`config.mk`:
```
export PLATFORM = sky130hd
export DESIGN_NAME = enc_16to4_drain_flat
export DESIGN_NICKNAME = d
export VERILOG_FILES = /design/src/rtl/enc_pkg.sv /design/src/rtl/enc_16to4_drain_if.sv /design/src/rtl/pri_enc_16to4.sv /design/src/rtl/enc_16to4_drain.sv /design/src/flat_wrapper.sv
export SDC_FILE = /design/constraint.sdc
export NUM_CORES = 1
export LEC_CHECK = 0
export ABC_AREA = 1
export CORE_UTILIZATION = 30
export DETAILED_ROUTE_END_ITERATION = 10
export HOLD_SLACK_MARGIN = 0.08
export PLACE_DENSITY = 0.48
export SETUP_SLACK_MARGIN = 0.2
export SYNTH_ARGS = -nofsm -noshare
export SYNTH_HDL_FRONTEND = slang
export SYNTH_HIERARCHICAL = 1
export SYNTH_SLANG_ARGS = --single-unit
```
`constraint.sdc`:
```
create_clock -name clk -period 4.2 [get_ports clk]
set_input_delay 1.05 -clock clk [delete_from_list [all_inputs] [get_ports clk]]
set_output_delay 1.05 -clock clk [all_outputs]
set_load 0.02 [all_outputs]
```
`src/rtl/enc_pkg.sv`:
```
// Shared definitions for the sequential priority encoder: FSM state encoding
// and the code-width helper used to size ports from the line count.
package enc_pkg;

    typedef enum logic [0:0] {
        ST_IDLE  = 1'b0,
        ST_DRAIN = 1'b1
    } state_t;

    function automatic int clog2(input int n);
        int w;
        w = 0;
        while ((1 << w) < n) w++;
        return w;
    endfunction

    localparam int N_DEF = 16;
    localparam int W_DEF = clog2(N_DEF);

endpackage

```
`src/rtl/enc_16to4_drain_if.sv`:
```
// Request-vector and code handshakes between request sources, the encoder and
// the code consumer.
interface enc_16to4_drain_if #(
    parameter int N = 16
);
    import enc_pkg::*;

    localparam int W = clog2(N);

    // Both channels use valid/ready: a beat transfers on a rising clock edge
    // where valid && ready; the sender holds payload stable while valid && !ready.
    logic         req_valid;
    logic [N-1:0] req;
    logic         req_ready;
    logic         code_valid;
    logic [W-1:0] code;
    logic         code_last;
    logic         code_ready;

    modport master (
        output req_valid, req, code_ready,
        input  req_ready, code_valid, code, code_last
    );

    modport slave (
        input  req_valid, req, code_ready,
        output req_ready, code_valid, code, code_last
    );

endinterface

```
`src/rtl/pri_enc_16to4.sv`:
```
// Combinational priority encoder: index of the winning set line, plus
// any-set and exactly-one-set flags.
module pri_enc_16to4
    import enc_pkg::*;
#(
    parameter int N         = 16,
    parameter bit LSB_FIRST = 1'b1,
    localparam int W        = clog2(N)
) (
    input  logic [N-1:0] vec,
    output logic [W-1:0] idx,
    output logic         any,
    output logic         onehot
);

    logic [N-1:0] vec_m1;

    // Scan away from the priority end so the last hit is the winner.
    always_comb begin
        idx = '0;
        if (LSB_FIRST) begin
            for (int i = N - 1; i >= 0; i--) begin
                if (vec[i]) idx = i[W-1:0];
            end
        end else begin
            for (int i = 0; i < N; i++) begin
                if (vec[i]) idx = i[W-1:0];
            end
        end
    end

    assign any    = |vec;
    assign vec_m1 = vec - {{(N-1){1'b0}}, 1'b1};
    assign onehot = any && ((vec & vec_m1) == '0);

endmodule

```
`src/rtl/enc_16to4_drain.sv`:
```
// Sequential priority encoder: captures a request vector, then issues the index
// of each set line, one per accepted code, in priority order.
module enc_16to4_drain
    import enc_pkg::*;
#(
    parameter int N         = 16,
    parameter bit LSB_FIRST = 1'b1,
    localparam int W        = clog2(N)
) (
    input  logic                clk,
    input  logic                rst,
    input  logic                en,
    enc_16to4_drain_if.slave    bus,
    output logic [W:0]          count,
    output logic                zero_seen,
    output state_t              dbg_state
);

    state_t       state, state_nxt;
    logic [N-1:0] pending, pending_nxt, clr_mask;
    logic [W:0]   req_pop;
    logic [W-1:0] pri_idx;
    logic         pri_any, pri_onehot;
    logic         capture, accept;

    pri_enc_16to4 #(
        .N         (N),
        .LSB_FIRST (LSB_FIRST)
    ) u_pri (
        .vec    (pending),
        .idx    (pri_idx),
        .any    (pri_any),
        .onehot (pri_onehot)
    );

    always_comb begin
        req_pop = '0;
        for (int i = 0; i < N; i++) begin
            req_pop = req_pop + {{W{1'b0}}, bus.req[i]};
        end
    end

    always_comb begin
        state_nxt      = state;
        pending_nxt    = pending;
        bus.req_ready  = 1'b0;
        bus.code_valid = 1'b0;
        bus.code       = '0;
        bus.code_last  = 1'b0;
        capture        = 1'b0;
        accept         = 1'b0;
        clr_mask       = '0;
        clr_mask[pri_idx] = 1'b1;
        case (state)
            ST_IDLE: begin
                bus.req_ready = en && !rst;
                capture       = bus.req_valid && en && !rst;
                if (capture) begin
                    pending_nxt = bus.req;
                    if (bus.req != '0) state_nxt = ST_DRAIN;
                end
            end
            ST_DRAIN: begin
                bus.code_valid = pri_any;
                bus.code       = pri_idx;
                bus.code_last  = pri_onehot;
                accept         = bus.code_ready && pri_any;
                if (accept) begin
                    pending_nxt = pending & ~clr_mask;
                    if (pri_onehot) state_nxt = ST_IDLE;
                end
            end
            default: state_nxt = ST_IDLE;
        endcase
    end

    // en gates capture only; an in-progress drain always runs to completion.
    always_ff @(posedge clk or posedge rst) begin
        if (rst) begin
            state     <= ST_IDLE;
            pending   <= '0;
            count     <= '0;
            zero_seen <= 1'b0;
        end else begin
            state     <= state_nxt;
            pending   <= pending_nxt;
            zero_seen <= capture && (bus.req == '0);
            if (capture) count <= req_pop;
        end
    end

    assign dbg_state = state;

endmodule

```
`src/flat_wrapper.sv`:
```
// flat-port wrapper written by rule: the top's interface ports become plain ports
module enc_16to4_drain_flat import enc_pkg::*;
#(
    parameter int N         = 16,
    parameter bit LSB_FIRST = 1'b1,
    localparam int W        = clog2(N)
)
  (clk, rst, en, count, zero_seen, dbg_state, bus_req_valid, bus_req, bus_code_ready, bus_req_ready, bus_code_valid, bus_code, bus_code_last);
  enc_16to4_drain_if #(.N(N)) bus_i ();
  input  logic clk;
  input  logic rst;
  input  logic en;
  output logic [W:0] count;
  output logic zero_seen;
  output state_t dbg_state;
  input wire logic [$bits(bus_i.req_valid)-1:0] bus_req_valid;
  input wire logic [$bits(bus_i.req)-1:0] bus_req;
  input wire logic [$bits(bus_i.code_ready)-1:0] bus_code_ready;
  output wire logic [$bits(bus_i.req_ready)-1:0] bus_req_ready;
  output wire logic [$bits(bus_i.code_valid)-1:0] bus_code_valid;
  output wire logic [$bits(bus_i.code)-1:0] bus_code;
  output wire logic [$bits(bus_i.code_last)-1:0] bus_code_last;
  assign bus_i.req_valid = bus_req_valid;
  assign bus_i.req = bus_req;
  assign bus_i.code_ready = bus_code_ready;
  assign bus_req_ready = bus_i.req_ready;
  assign bus_code_valid = bus_i.code_valid;
  assign bus_code = bus_i.code;
  assign bus_code_last = bus_i.code_last;
  enc_16to4_drain #(.N(N), .LSB_FIRST(LSB_FIRST)) u_core (.clk(clk), .rst(rst), .en(en), .bus(bus_i), .count(count), .zero_seen(zero_seen), .dbg_state(dbg_state));
endmodule
```
==> results.md <==
- Number of synthesized flops with an enable pin: 0
- DR pass1 iterations: 4
- Area leader, netlist: dfrtp_1
- # IOs: 35
- Post-DRT Antenna Nets: 0
- Worst Hold Class: flop to flop
- Slew @ Worst Pin: 861 ps
- R2R cell count: 22
- Final setup fails: 0
- Crit path DAT: 4090 ps
- Critical Path, Cell by Cell: buf_2 > inv_4 > fa_1 > inv_2 > fa_1 > fa_1 > inv_1 > fa_1 > inv_2 > ha_4 > fa_2 > a21oi_2 > nor2_1 > nand2_1 > nand2_1
- Hold buffer count at cts: 0
- Register bit count reported by yosys: 23
- Final worst slack: 268 ps
- Register area share after synthesis: 28.7%
- Gate power share: 69.1%
- Final net count: 385
- Sequential share of power: 23.5%
- Type of origin of the critical path: primary input
- Post-Syn Nets: 341
- Period utilization: 93.6%
- Hpwl dp: 3910 µm
- Crit. End Element: flop
- Port Buffer Count: 34
- Slew margin rel.: 42.6%
- Global-route wire length before repair: 8290 µm
- Die Y: 83.8 µm
- Skew final: 5.81 ps
- CP Class: primary input to flop
- Antenna diodes: 0
- Synth cell types: 29
- Total Wirelength: 4530 µm
- Drt wl/cell: 10.7 µm
- Clock network fraction of total power: 7.5%
- Synthesis Warnings: 6
- Setup slack, reg-to-reg: 1910 ps
- Peak VDD IR: 309 µV
- Synth top area cells: dfrtp_1, nand2_1, fa_1
- Internal power: 0.865 mW
- H-tree lvl count: 1
- WP depth: 15
- Switching Share: 52.0%
- GR Util All Layers: 14.3%
- Vias in the first global route: 1835
- Fillers: 697
- Unrepaired setup endpoints after global routing: yes
- Setup tns final: 0 ps
- Critical path's top delay family: adder cells
- Area growth from synthesis to final layout: 24.9%
- CTS tree: built
- Crit Path Max Fanout: 2
- Routed vias/inst: 4.31
- Initial DRC count: 70
- Worst Path Required: 4360 ps
- Largest net degree at the start of global routing: 27
- Row cnt: 29
- CP peak stage delay: 550 ps
- Initial Util: 31.4%
- Pleak: 1.36 nW
- Clk buf depth: 2
- Layout cells sized above 1: 13.8%
- Clock slew seen by the registers of the worst setup and hold paths: 80 ps
- Crit path max-delay cell type: fa_1
- Synth Area per Inst: 6.60 µm²
- # clock sinks: 23
- Num CTS Buffers: 3
- Vias: 1827
- Pre-CTS setup slack: -546 ps
- Count of pins over their slew limit: 0
- Die width: 83.8 µm
- Hold Violations, Final: 0
- Hold Path Cell Cnt: 2
- Fmax: 254 MHz
- Tmin final: 3930 ps
- Status: finished, final reports clean
- Psw: 0.936 mW
- Overflow after GRT: 0
- Initial antenna violation count: 0
- Die area: 0.00702 mm²
- Pwr Density: 718 mW/mm²
- GPL Wtd Cong: 0.804
- DR DRC count: 0
- Post-synth top flop: dfrtp_1
- Ys async rst share: 100%
- Core ar.: 0.00639 mm²
- Worst path bufs/invs: 5
- Mapped Area: 0.00201 mm²
- Worst skew pair latency: 260 ps
- Share of the synthesized area in the top cell type: 28.7%
- Max-cap violations: 0
- Clock root buffer: clkbuf_8
- Synthesized instance count: 304
- Most frequent CP cell: fa_1
layout by cell type (no fill, tap or decap), drive strengths merged:
cell type	n
a211oi	1
a21boi	1
a21oi	5
a221oi	1
a31oi	1
buf	17
clkbuf	4
clkdlybuf4s15	2
clkdlybuf4s50	25
clkinv	1
dfrtp	23
fa	10
ha	6
inv	49
nand2	151
nand3	8
nand3b	1
nor2	29
nor3	1
o211ai	1
o21ai	6
o22ai	2
o32ai	1
xnor2	1
per-layer routing:
| metal | vias to the layer above | share of wire [%] | track usage (%) |
|---|---|---|---|
| li1 | 995 | - | - |
| met1 | 801 | 52 | 20.9 |
| met2 | 27 | 44 | 22.8 |
| met3 | 4 | 2.2 | 0.692 |
| met4 | 0 | 1.3 | 4.78 |
| met5 | - | 0 | 0 |
layout make-up:
type                            instances  area (µm²)  area share [%]
Timing Repair Buffer                   45         388            15.5
Clock inverter                          1        5.00           0.200
Multi-Input combinational cell        226        1210            48.5
Clock buffer                            3        41.3            1.65
Tap cell                               77        96.3            3.84
Sequential cell                        23         576            23.0
Inverter                               49         186            7.44
worst reg2reg max path: cells and delay by family (launching register included):
family	cells	cell delay, ps
simple gates	19	1280
flops	1	400
compound gates	1	350
buf+inv	2	160
synthesized netlist by cell type, types with 3 or more instances:
cell type  instances
nand2_2            6
a21oi_1            5
fa_1              10
inv_2              3
dfrtp_1           23
nand2_1          143
nor2_1            24
inv_1             46
ha_1               6
o21ai_0            6
nand3_1            7
nor2_4             3
final timing paths:
check / start / endpoint
min: u_core/count[3]$_DFFE_PP0P_ / u_core/count[3]$_DFFE_PP0P_
min reg2reg: u_core/count[3]$_DFFE_PP0P_ / u_core/count[3]$_DFFE_PP0P_
max in group asynchronous: rst / u_core/pending[1]$_DFFE_PP0P_
min in group asynchronous: rst / u_core/dbg_state$_DFF_PP0_
max reg2reg: u_core/pending[14]$_DFFE_PP0P_ / u_core/pending[5]$_DFFE_PP0P_
max: bus_req[0] / u_core/count[4]$_DFFE_PP0P_
power by group through the flow:
stage          clock (mW)  sequential (mW)  combinational [mW]
2_1_floorplan           0            0.413               0.900
6_report            0.135            0.423                1.24
3_3_place_gp            0            0.428                1.23
4_1_cts             0.141            0.424                1.26
5_1_grt             0.152            0.442                1.45
3_5_place_dp            0            0.427                1.23
state kept, by name, summed over array words and instances (netlist names):
name	flops
u_core/zero_seen	1
u_core/count	5
u_core/pending	16
u_core/dbg_state	1
stage by stage:
stage	utilization, %	cell area [µm²]	hold slack [ps]	cells	total power, mW
after global placement	38.8	2470	466	419	1.66
after detailed placement	38.8	2470	469	419	1.66
after CTS	39.3	2510	493	424	1.82
after floorplan	-	2010	463	304	1.31
after global routing	39.3	2510	523	424	2.04
final	39.3	2510	484	424	1.80
repair_timing:
item                                    CTS  global route
setup buffers                             1             0
endpoints found under the setup margin    5             3
resized for setup                        36             1
pin swaps                                 9             4
cell families after synthesis:
| family | synth area share [%] |
|---|---|
| DFF | 28.7 |
| xor gates and xnor gates | 0.436 |
| buffers and inverters | 11.7 |
| AOI/OAI and AO/OA | 6.05 |
| adders and majority gates | 13.7 |
| and+or+nand+nor | 39.4 |
No activity file was read; power rests on OpenSTA's default activity.
